`src/rtl/traceback_reader_pkg.sv`:
```
`default_nettype none
// +----------------------------------------------------------------------------+
// | Module   : traceback_reader_pkg                                            |
// | Desc     : Shared geometry, direction-code and op-code constants.          |
// | Revision : 1.0                                                             |
// +----------------------------------------------------------------------------+
package traceback_reader_pkg;

    localparam int N      = 16;
    localparam int DIR_W  = 5;
    localparam int ADDR_W = 10;
    localparam int BLK_W  = 6;
    localparam int LOG2N  = $clog2(N);
    localparam int WORD_W = N * DIR_W;

    localparam logic [2:0] c_SRC_STOP = 3'd0;
    localparam logic [2:0] c_SRC_DIAG = 3'd1;
    localparam logic [2:0] c_SRC_E    = 3'd2;
    localparam logic [2:0] c_SRC_F    = 3'd3;
    localparam int         c_EXT_E    = 3;
    localparam int         c_EXT_F    = 4;

    localparam logic [1:0] c_OP_M = 2'd0;
    localparam logic [1:0] c_OP_I = 2'd1;
    localparam logic [1:0] c_OP_D = 2'd2;

    typedef enum logic [1:0] {
        MAT_H = 2'd0,
        MAT_E = 2'd1,
        MAT_F = 2'd2
    } mat_t;

    // Coordinates are 1-based; ADDR_W - LOG2N == BLK_W so the block cast is lossless.
    function automatic logic [BLK_W-1:0] blk_of(input logic [ADDR_W-1:0] x);
        logic [ADDR_W-1:0] xm1;
        xm1 = x - ADDR_W'(1);
        return BLK_W'(xm1 >> LOG2N);
    endfunction

    function automatic logic [LOG2N-1:0] pe_of(input logic [ADDR_W-1:0] x);
        logic [ADDR_W-1:0] xm1;
        xm1 = x - ADDR_W'(1);
        return xm1[LOG2N-1:0];
    endfunction

    function automatic logic [ADDR_W-1:0] col_of(input logic [ADDR_W-1:0] y);
        return y - ADDR_W'(1);
    endfunction

endpackage
`default_nettype wire

```
`src/rtl/traceback_reader_dir_decode.sv`:
```
`default_nettype none
// +----------------------------------------------------------------------------+
// | Module   : traceback_reader_dir_decode                                     |
// | Desc     : Picks one PE code out of a direction word and decodes the step. |
// | Revision : 1.0                                                             |
// +----------------------------------------------------------------------------+
module traceback_reader_dir_decode
    import traceback_reader_pkg::*;
(
    input  logic [WORD_W-1:0] i_word,
    input  logic [LOG2N-1:0]  i_p,
    input  mat_t              i_mat,
    output logic [1:0]        o_op,
    output mat_t              o_next_mat,
    output logic              o_dx,
    output logic              o_dy,
    output logic              o_emit,
    output logic              o_stop,
    output logic              o_illegal
);

    logic [DIR_W-1:0] w_code;

    // PE 0 sits in the most significant slot of the word.
    assign w_code = i_word[(N - 1 - int'(i_p)) * DIR_W +: DIR_W];

    always_comb begin
        o_op       = c_OP_M;
        o_next_mat = i_mat;
        o_dx       = 1'b0;
        o_dy       = 1'b0;
        o_emit     = 1'b0;
        o_stop     = 1'b0;
        o_illegal  = 1'b0;
        case (i_mat)
            MAT_H: begin
                case (w_code[2:0])
                    c_SRC_STOP: o_stop = 1'b1;
                    c_SRC_DIAG: begin
                        o_emit = 1'b1;
                        o_dx   = 1'b1;
                        o_dy   = 1'b1;
                    end
                    c_SRC_E:    o_next_mat = MAT_E;
                    c_SRC_F:    o_next_mat = MAT_F;
                    default:    o_illegal  = 1'b1;
                endcase
            end
            MAT_E: begin
                o_emit     = 1'b1;
                o_op       = c_OP_I;
                o_dy       = 1'b1;
                o_next_mat = w_code[c_EXT_E] ? MAT_E : MAT_H;
            end
            MAT_F: begin
                o_emit     = 1'b1;
                o_op       = c_OP_D;
                o_dx       = 1'b1;
                o_next_mat = w_code[c_EXT_F] ? MAT_F : MAT_H;
            end
            default: begin
                o_next_mat = MAT_H;
                o_stop     = 1'b1;
            end
        endcase
    end

endmodule
`default_nettype wire

```
`src/rtl/traceback_reader.sv`:
```
`default_nettype none
// +----------------------------------------------------------------------------+
// | Module   : traceback_reader                                                |
// | Desc     : Walks stored direction codes back from the best cell, one op    |
// |            per step on a valid/ready stream, then reports the start cell.  |
// | Revision : 1.0                                                             |
// +----------------------------------------------------------------------------+
module traceback_reader
    import traceback_reader_pkg::*;
(
    input  logic              clk,
    input  logic              reset_i,
    input  logic              start,
    input  logic [ADDR_W-1:0] start_x,
    input  logic [ADDR_W-1:0] start_y,
    output logic [BLK_W-1:0]  mem_block_num,
    output logic [ADDR_W-1:0] column_num,
    input  logic [WORD_W-1:0] column_k0,
    output logic              op_valid,
    input  logic              op_ready,
    output logic [1:0]        op,
    output logic [ADDR_W-1:0] op_x,
    output logic [ADDR_W-1:0] op_y,
    output logic              busy,
    output logic              done,
    output logic [ADDR_W-1:0] end_x,
    output logic [ADDR_W-1:0] end_y,
    output logic              err
);

    localparam logic [2:0] c_ST_IDLE   = 3'd0;
    localparam logic [2:0] c_ST_FETCH  = 3'd1;
    localparam logic [2:0] c_ST_WAIT   = 3'd2;
    localparam logic [2:0] c_ST_DECODE = 3'd3;
    localparam logic [2:0] c_ST_EMIT   = 3'd4;
    localparam logic [2:0] c_ST_DONE   = 3'd5;

    logic [2:0]        r_state;
    logic [ADDR_W-1:0] r_x, r_y;
    mat_t              r_mat;
    logic [WORD_W-1:0] r_word;
    logic [BLK_W-1:0]  r_blk;
    logic [ADDR_W-1:0] r_col;
    logic              r_dx, r_dy;
    logic [BLK_W-1:0]  r_mem_block_num;
    logic [ADDR_W-1:0] r_column_num;
    logic              r_op_valid;
    logic [1:0]        r_op;
    logic [ADDR_W-1:0] r_op_x, r_op_y;
    logic              r_busy, r_done, r_err;
    logic [ADDR_W-1:0] r_end_x, r_end_y;

    logic [1:0]        w_op;
    mat_t              w_next_mat;
    logic              w_dx, w_dy, w_emit, w_stop, w_illegal;
    logic [ADDR_W-1:0] w_nx, w_ny;

    traceback_reader_dir_decode u_dir_decode (
        .i_word     (r_word),
        .i_p        (pe_of(r_x)),
        .i_mat      (r_mat),
        .o_op       (w_op),
        .o_next_mat (w_next_mat),
        .o_dx       (w_dx),
        .o_dy       (w_dy),
        .o_emit     (w_emit),
        .o_stop     (w_stop),
        .o_illegal  (w_illegal)
    );

    assign w_nx = r_x - ADDR_W'(r_dx);
    assign w_ny = r_y - ADDR_W'(r_dy);

    always_ff @(posedge clk) begin
        if (reset_i) begin
            r_state         <= c_ST_IDLE;
            r_x             <= '0;
            r_y             <= '0;
            r_mat           <= MAT_H;
            r_word          <= '0;
            r_blk           <= '0;
            r_col           <= '0;
            r_dx            <= 1'b0;
            r_dy            <= 1'b0;
            r_mem_block_num <= '0;
            r_column_num    <= '0;
            r_op_valid      <= 1'b0;
            r_op            <= '0;
            r_op_x          <= '0;
            r_op_y          <= '0;
            r_busy          <= 1'b0;
            r_done          <= 1'b0;
            r_err           <= 1'b0;
            r_end_x         <= '0;
            r_end_y         <= '0;
        end else begin
            r_done <= 1'b0;
            case (r_state)
                c_ST_IDLE: begin
                    if (start) begin
                        r_x     <= start_x;
                        r_y     <= start_y;
                        r_mat   <= MAT_H;
                        r_err   <= 1'b0;
                        r_end_x <= '0;
                        r_end_y <= '0;
                        r_busy  <= 1'b1;
                        if (start_x == '0 || start_y == '0) begin
                            r_state <= c_ST_DONE;
                        end else begin
                            r_mem_block_num <= blk_of(start_x);
                            r_column_num    <= col_of(start_y);
                            r_state         <= c_ST_FETCH;
                        end
                    end
                end
                // Address is already on the port; the SRAM captures it this cycle.
                c_ST_FETCH: r_state <= c_ST_WAIT;
                c_ST_WAIT: begin
                    r_word  <= column_k0;
                    r_blk   <= r_mem_block_num;
                    r_col   <= r_column_num;
                    r_state <= c_ST_DECODE;
                end
                c_ST_DECODE: begin
                    r_mat <= w_next_mat;
                    if (w_illegal) begin
                        r_err   <= 1'b1;
                        r_state <= c_ST_DONE;
                    end else if (w_stop) begin
                        r_state <= c_ST_DONE;
                    end else if (w_emit) begin
                        r_op       <= w_op;
                        r_op_x     <= r_x;
                        r_op_y     <= r_y;
                        r_op_valid <= 1'b1;
                        r_dx       <= w_dx;
                        r_dy       <= w_dy;
                        r_state    <= c_ST_EMIT;
                    end
                end
                c_ST_EMIT: begin
                    if (op_ready) begin
                        r_op_valid <= 1'b0;
                        r_x        <= w_nx;
                        r_y        <= w_ny;
                        if (w_nx == '0 || w_ny == '0) begin
                            r_state <= c_ST_DONE;
                        end else if (blk_of(w_nx) == r_blk && col_of(w_ny) == r_col) begin
                            r_state <= c_ST_DECODE;
                        end else begin
                            r_mem_block_num <= blk_of(w_nx);
                            r_column_num    <= col_of(w_ny);
                            r_state         <= c_ST_FETCH;
                        end
                    end
                end
                c_ST_DONE: begin
                    r_done  <= 1'b1;
                    r_busy  <= 1'b0;
                    r_end_x <= r_x;
                    r_end_y <= r_y;
                    r_state <= c_ST_IDLE;
                end
                default: r_state <= c_ST_IDLE;
            endcase
        end
    end

    assign mem_block_num = r_mem_block_num;
    assign column_num    = r_column_num;
    assign op_valid      = r_op_valid;
    assign op            = r_op;
    assign op_x          = r_op_x;
    assign op_y          = r_op_y;
    assign busy          = r_busy;
    assign done          = r_done;
    assign end_x         = r_end_x;
    assign end_y         = r_end_y;
    assign err           = r_err;

endmodule
`default_nettype wire
```
`config.mk`:
```
export PLATFORM = sky130hd
export DESIGN_NAME = traceback_reader
export DESIGN_NICKNAME = d
export VERILOG_FILES = /design/src/rtl/traceback_reader_pkg.sv /design/src/rtl/traceback_reader_dir_decode.sv /design/src/rtl/traceback_reader.sv
export SDC_FILE = /design/constraint.sdc
export NUM_CORES = 1
export LEC_CHECK = 0
export CORE_MARGIN = 3
export CORE_UTILIZATION = 60
export DETAILED_ROUTE_END_ITERATION = 10
export PLACE_DENSITY = 0.95
export SLEW_MARGIN = 20
export SYNTH_ARGS = -nofsm -noshare
export SYNTH_HDL_FRONTEND = slang
export SYNTH_HIERARCHICAL = 1
export SYNTH_SLANG_ARGS = --single-unit
```
`constraint.sdc`:
```
create_clock -name clk -period 14.7 [get_ports clk]
set_clock_uncertainty 0.15 [all_clocks]
set_input_delay 2.205 -clock clk [delete_from_list [all_inputs] [get_ports clk]]
set_output_delay 2.205 -clock clk [all_outputs]
set_load 0.02 [all_outputs]
```
==> results of run 1 <==
-- registers in the layout, indices dropped and copies added (netlist names), 2 cells and up --
| signal | cells |
|---|---|
| op_x | 10 |
| r_state | 3 |
| op_y | 10 |
| r_word | 80 |
| r_blk | 6 |
| op | 2 |
| r_y | 10 |
| mem_block_num | 6 |
| r_x | 10 |
| r_col | 10 |
| column_num | 10 |
| end_y | 10 |
| r_mat | 2 |
| end_x | 10 |
-- area by class of cell --
class	count	area (um2)	share of cell area, %
clock buffers	17	425.4	3.064
clock inverters	15	222.7	1.604
inverters	21	81.33	0.5858
multi-input cells	992	7377	53.14
flip-flops and latches	185	3704	26.68
well taps	260	325.3	2.343
repair buffers	178	1747	12.58
-- cells by family after synthesis --
| group | after synthesis | synth area share, % |
|---|---|---|
| flip-flops | 185 | 31.73 |
| buffers and inverters | 130 | 5.209 |
| multiplexers | 142 | 21.55 |
| XOR/XNOR | 57 | 5.113 |
| AO/OA/AOI/OAI | 281 | 15.14 |
| adder cells (fa/ha/maj) | 17 | 1.887 |
| AND/OR/NAND/NOR | 495 | 19.38 |
-- worst max-delay path, stage by stage (launching register included) --
cell,delay (ns)
dfxtp_1,0.41
clkinv_2,0.30
ha_1,0.41
clkinv_2,0.43
inv_2,0.37
ha_1,0.18
ha_1,0.19
inv_1,0.07
fa_1,0.91
nor2b_1,0.18
a221oi_1,0.34
o21ai_0,0.12
a211oi_1,0.38
nor3_1,0.18
nor4b_2,0.36
o21ba_1,0.25
nand3_1,0.69
nand2_1,0.31
a21oi_1,0.11
-- metal layers --
layer / track usage (%) / routed length, um / share of wire [%]
met5: 0 / 0 / 0
met2: 46.65 / 14950 / 45
met4: 10.16 / 956 / 2.9
met1: 43.56 / 13800 / 42
met3: 6.540 / 3294 / 10
-- worst min path at each step --
stage	start	endpoint	cells past startpoint	slack (ns)
floorplan	r_word[0]$_SDFFE_PP0P_	r_word[0]$_SDFFE_PP0P_	2	0.29
global placement	op[0]$_SDFFE_PP0P_	op[0]$_SDFFE_PP0P_	2	0.30
detailed placement	op_y[4]$_SDFFE_PP0P_	op_y[4]$_SDFFE_PP0P_	2	0.30
CTS	op_y[4]$_SDFFE_PP0P_	op_y[4]$_SDFFE_PP0P_	2	0.31
global route	end_x[3]$_SDFFE_PP0P_	end_x[3]$_SDFFE_PP0P_	1	0.34
finish	r_word[0]$_SDFFE_PP0P_	r_word[0]$_SDFFE_PP0P_	2	0.32
-- per-stage QoR --
stage                     setup slack (ns)  utilization, %  hold slack [ns]  power [W]
final                                8.170           73.48           0.3172   0.002158
after global routing                 7.791           73.48           0.3362   0.002266
after CTS                            8.343           73.48           0.3128   0.002136
after detailed placement             8.429           70.05           0.3019   0.001631
after global placement               8.792           70.05           0.2958   0.001601
after floorplan                      9.744               -           0.2860   0.001407
-- synthesized netlist by cell type (17+ instances only) --
library cell	instances	area [um2]
buf_2	19	95.09
nand2b_1	18	112.6
nor3_1	25	125.1
mux2i_1	51	510.5
a22o_1	21	183.9
inv_1	18	67.56
xor2_1	26	227.7
nor2_1	79	296.5
clkbuf_1	67	251.5
xnor2_1	23	201.4
dfxtp_1	185	3704
mux4_2	86	1937
o21ai_0	17	85.08
nand2_1	289	1085
a21oi_1	156	780.8
-- where the power goes --
part	internal (W)	total (W)	leakage, nW	switching, W
clock	0.000265	0.000503	0.310	0.000238
sequential	0.000554	0.000639	1.50	0.0000846
combinational	0.000441	0.00102	3.26	0.000576
total	0.00126	0.00216	5.07	0.000898
==> impl_metrics.env, run 1 <==
export IMPL_cts_resized=0
export IMPL_synth_area_per_cell_um2=8.931
export IMPL_vias_per_cell=6.429
export IMPL_drive_above_1_share_pct=11.58
export IMPL_peakVddDrop_mv=0.1189
export IMPL_ios=166
export IMPL_worst_pin_slew_ns=1.133
export IMPL_area_growth_pct=18.93
export IMPL_post_route_period_util_pct=44.42
export IMPL_postCtsSetupBuffers=0
export IMPL_synth_top_flop_cell="dfxtp_1"
export IMPL_synth_seq_cells=185
export IMPL_ys_warn_count=6
export IMPL_cts_root_buf="clkbuf_16"
export IMPL_syn_cell_area_um2=11670
export IMPL_cp_end_kind="flop"
export IMPL_stdcell_area_um2=13880
export IMPL_ff2ff_setup_slack_ns=8.17
export IMPL_core_area_um2=18890
export IMPL_grt_overflow=0
export IMPL_dieArea_um2=21160
export IMPL_hp_class="flop to flop"
export IMPL_clk_pin_slew_worst_paths_ns=0.08
export IMPL_synth_async_reset_ratio_pct=0
export IMPL_crit_type="flop to flop"
export IMPL_setup_viol=0
export IMPL_clock_latency_ns=0.45
export IMPL_antenna_found_initial=0
export IMPL_critical_path_endpoint="op[0]$_SDFFE_PP0P_"
export IMPL_dr_pass1_iters=9
export IMPL_grtUsageTotal_pct=30.51
export IMPL_max_slew_margin_rel_pct=24.48
export IMPL_synth_distinct_cells=79
export IMPL_cts_buffers_inserted=17
export IMPL_n_antenna_cell=0
export IMPL_grt_pass1_wl_um=53380
export IMPL_max_freq_ghz=0.1532
export IMPL_status="finished, final reports clean"
export IMPL_io_buffers=165
export IMPL_crit_start="r_x[0]$_SDFFE_PP0P_"
export IMPL_drv_cap=0
export IMPL_dp_cells=1636
export IMPL_vias=10720
export IMPL_drc=0
export IMPL_layout_min_cycle_time_ns=6.530
export IMPL_die_y_um=145.5
export IMPL_setup_worst_path_start_class="flop"
export IMPL_fin_nets=1516
export IMPL_p_leak_nw=5.073
export IMPL_worstPathArrival_ns=6.67
export IMPL_crit_required_ns=14.84
export IMPL_worst_path_max_fanout=28
export IMPL_fill_cells=1330
export IMPL_ctsHoldBuffers=0
export IMPL_numClockSinks=185
export IMPL_htree_levels=4
export IMPL_cts_tree="done"
export IMPL_fin_cells=1668
export IMPL_clockBufferDepth=2
export IMPL_drt_iter0_drc=1614
export IMPL_grt_pass1_vias=10230
export IMPL_hold_viol_final=0
export IMPL_place_hpwl_um=22610
export IMPL_r2r_end="op[0]$_SDFFE_PP0P_"
export IMPL_wl_um=33000
export IMPL_grt_max_degree=67
export IMPL_synth_cells=1307
export IMPL_wl_per_cell_um=19.79
export IMPL_die_w_um=145.5
export IMPL_timing_rr_start="r_x[0]$_SDFFE_PP0P_"
export IMPL_mostFrequentLayoutCell="nand2_1"
export IMPL_r2r_cells=18
export IMPL_final_cell_mix="nand2_1 (288), dfxtp_1 (185), clkdlybuf4s50_1 (164)"
export IMPL_yosysSeqAreaShare_pct=31.73
export IMPL_finalSetupTns_ns=0
export IMPL_initial_core_util_pct=61.78
export IMPL_num_rows=50
export IMPL_drtAntennaViolNets=0
export IMPL_synth_edf_count=0
export IMPL_place_congestion=0.9425
export IMPL_p_per_area_nw_per_um2=155.5
export IMPL_rsz0062_at_grt="no"
export IMPL_placed_cell_area_um2=13230
export IMPL_maxSlewViolCount=0
export IMPL_synthesis_nets=1428
No activity file was read; power rests on OpenSTA's default activity.
==> run 2: changes to the inputs <==
- CORE_UTILIZATION: 60 -> 56
- PLACE_DENSITY: 0.95 -> 0.93
- clock period: 14.7 -> 6.4 ns (I/O delays scaled with it)
==> run 2 against run 1 <==
  * First-iteration DRC count decreased by 27%
  * Flip-flop and latch count unchanged
  * Routed wire length down 1.9%
  * Count of clock-buffer cells in the layout is the same
  * Critical path depth increased by 1
  * Worst hold slack got worse by 0.013 ns
  * Sequential power is 130% higher
  * Critical path type unchanged
  * Largest power group unchanged
==> impl_metrics.env, run 2 (same netlist as run 1, synthesis figures left out) <==
export IMPL_crit_type="flop to flop"
export IMPL_final_cell_mix="nand2_1 (288), dfxtp_1 (185), clkdlybuf4s50_1 (164)"
export IMPL_setup_worst_path_start_class="flop"
export IMPL_max_freq_ghz=0.1772
export IMPL_cts_root_buf="clkbuf_16"
export IMPL_num_rows=52
export IMPL_cts_buffers_inserted=17
export IMPL_peakVddDrop_mv=0.2443
export IMPL_grt_overflow=0
export IMPL_wl_um=32370
export IMPL_grt_pass1_wl_um=51140
export IMPL_p_leak_nw=5.074
export IMPL_finalSetupTns_ns=0
export IMPL_worst_pin_slew_ns=0.9820
export IMPL_maxSlewViolCount=0
export IMPL_hp_class="flop to flop"
export IMPL_initial_core_util_pct=57.32
export IMPL_io_buffers=165
export IMPL_die_y_um=150.4
export IMPL_max_slew_margin_rel_pct=34.53
export IMPL_numClockSinks=185
export IMPL_post_route_period_util_pct=88.17
export IMPL_die_w_um=150.4
export IMPL_drv_cap=0
export IMPL_status="finished, final reports clean"
export IMPL_cts_resized=0
export IMPL_fin_nets=1523
export IMPL_largest_reg_flops=80
export IMPL_ios=166
export IMPL_drc=0
export IMPL_largest_register="r_word"
export IMPL_drtAntennaViolNets=0
export IMPL_dr_pass1_iters=7
export IMPL_htree_levels=4
export IMPL_layout_min_cycle_time_ns=5.643
export IMPL_place_hpwl_um=22890
export IMPL_drt_iter0_drc=1172
export IMPL_cts_tree="done"
export IMPL_core_area_um2=20360
export IMPL_hold_viol_final=0
export IMPL_worstPathArrival_ns=5.82
export IMPL_wl_per_cell_um=19.21
export IMPL_rsz0062_at_grt="no"
export IMPL_grtUsageTotal_pct=28.28
export IMPL_place_congestion=0.9376
export IMPL_ctsHoldBuffers=0
export IMPL_clk_pin_slew_worst_paths_ns=0.07
export IMPL_grt_max_degree=67
export IMPL_clock_latency_ns=0.44
export IMPL_grt_pass1_vias=9714
export IMPL_crit_required_ns=6.58
export IMPL_power_w=0.004865
export IMPL_p_per_area_nw_per_um2=350.2
export IMPL_worst_path_max_fanout=15
export IMPL_clockBufferDepth=2
export IMPL_area_growth_pct=18.99
export IMPL_vias_per_cell=6.232
export IMPL_dieArea_um2=22610
export IMPL_vias=10500
export IMPL_drive_above_1_share_pct=11.95
export IMPL_postCtsSetupBuffers=0
export IMPL_antenna_found_initial=0
export IMPL_setup_viol=0
export IMPL_mostFrequentLayoutCell="nand2_1"
export IMPL_cp_end_kind="flop"
[run 2: cell types whose count changed in the layout (fill, tap and decap cells not counted), moves of 2 or more]
| cell | delta |
|---|---|
| clkinv_8 | -2 |
| buf_4 | +7 |
| clkinvlp_4 | +2 |
| inv_12 | -2 |
[run 2: where the power goes]
group	total, W	leakage, nW	switching, W	internal, W
registers	0.00146	1.50	0.000192	0.00127
logic	0.00233	3.29	0.00130	0.00103
clock network	0.00107	0.278	0.000518	0.000554
total	0.00486	5.07	0.00201	0.00286
[run 2: worst paths after layout]
path,depth (start not counted),from,to,slack (ns)
max,19,r_x[2]$_SDFFE_PP0P_,r_state[1]$_SDFFE_PP0P_,0.76
min reg2reg,2,op_x[6]$_SDFFE_PP0P_,op_x[6]$_SDFFE_PP0P_,0.30
max reg2reg,19,r_x[2]$_SDFFE_PP0P_,r_state[1]$_SDFFE_PP0P_,0.76
min,2,op_x[6]$_SDFFE_PP0P_,op_x[6]$_SDFFE_PP0P_,0.30
[run 2: final cells by class]
type | count | area, um2
clock inverters | 14 | 162.7
repair buffers | 185 | 1799
diodes | 1 | 2.502
fillers | 1546 | 6475
flip-flops and latches | 185 | 3704
inverters | 21 | 81.33
multi-input cells | 992 | 7377
clock buffers | 17 | 425.4
well taps | 270 | 337.8
[run 2: through the flow]
step           setup WS (ns)  instances  hold slack [ns]  area (um2)  utilization, %
6_report              0.7569       1685           0.3044       13890           68.20
5_1_grt               0.2295       1684           0.3280       13890           68.19
4_1_cts               0.8528       1684           0.3071       13890           68.19
3_5_place_dp          0.8845       1653           0.2973       13300           65.30
3_3_place_gp           1.039       1653           0.2916       13300           65.30
2_1_floorplan          1.444       1307           0.2860       11670               -
[run 2: critical path: stages, from the launching register on]
cell and delay [ns]:
dfxtp_1 0.41, nor3_1 0.25, xor2_1 0.48, inv_1 0.15, ha_1 0.31, ha_1 0.20, inv_1 0.07, fa_1 0.88
nor2b_1 0.19, a221oi_1 0.37, o21ai_0 0.12, a211oi_1 0.37, nor3_1 0.17, nor4b_2 0.34, o21ba_1 0.22, nor3_1 0.10
nand3_1 0.11, nand4_1 0.09, or4_1 0.43, o41ai_1 0.09
[run 2: layer usage]
metal | track usage (%) | routed length, um
met1 | 42.55 | 14180
met2 | 42.14 | 14680
met3 | 4.937 | 2904
met4 | 7.685 | 592
met5 | 0 | 0
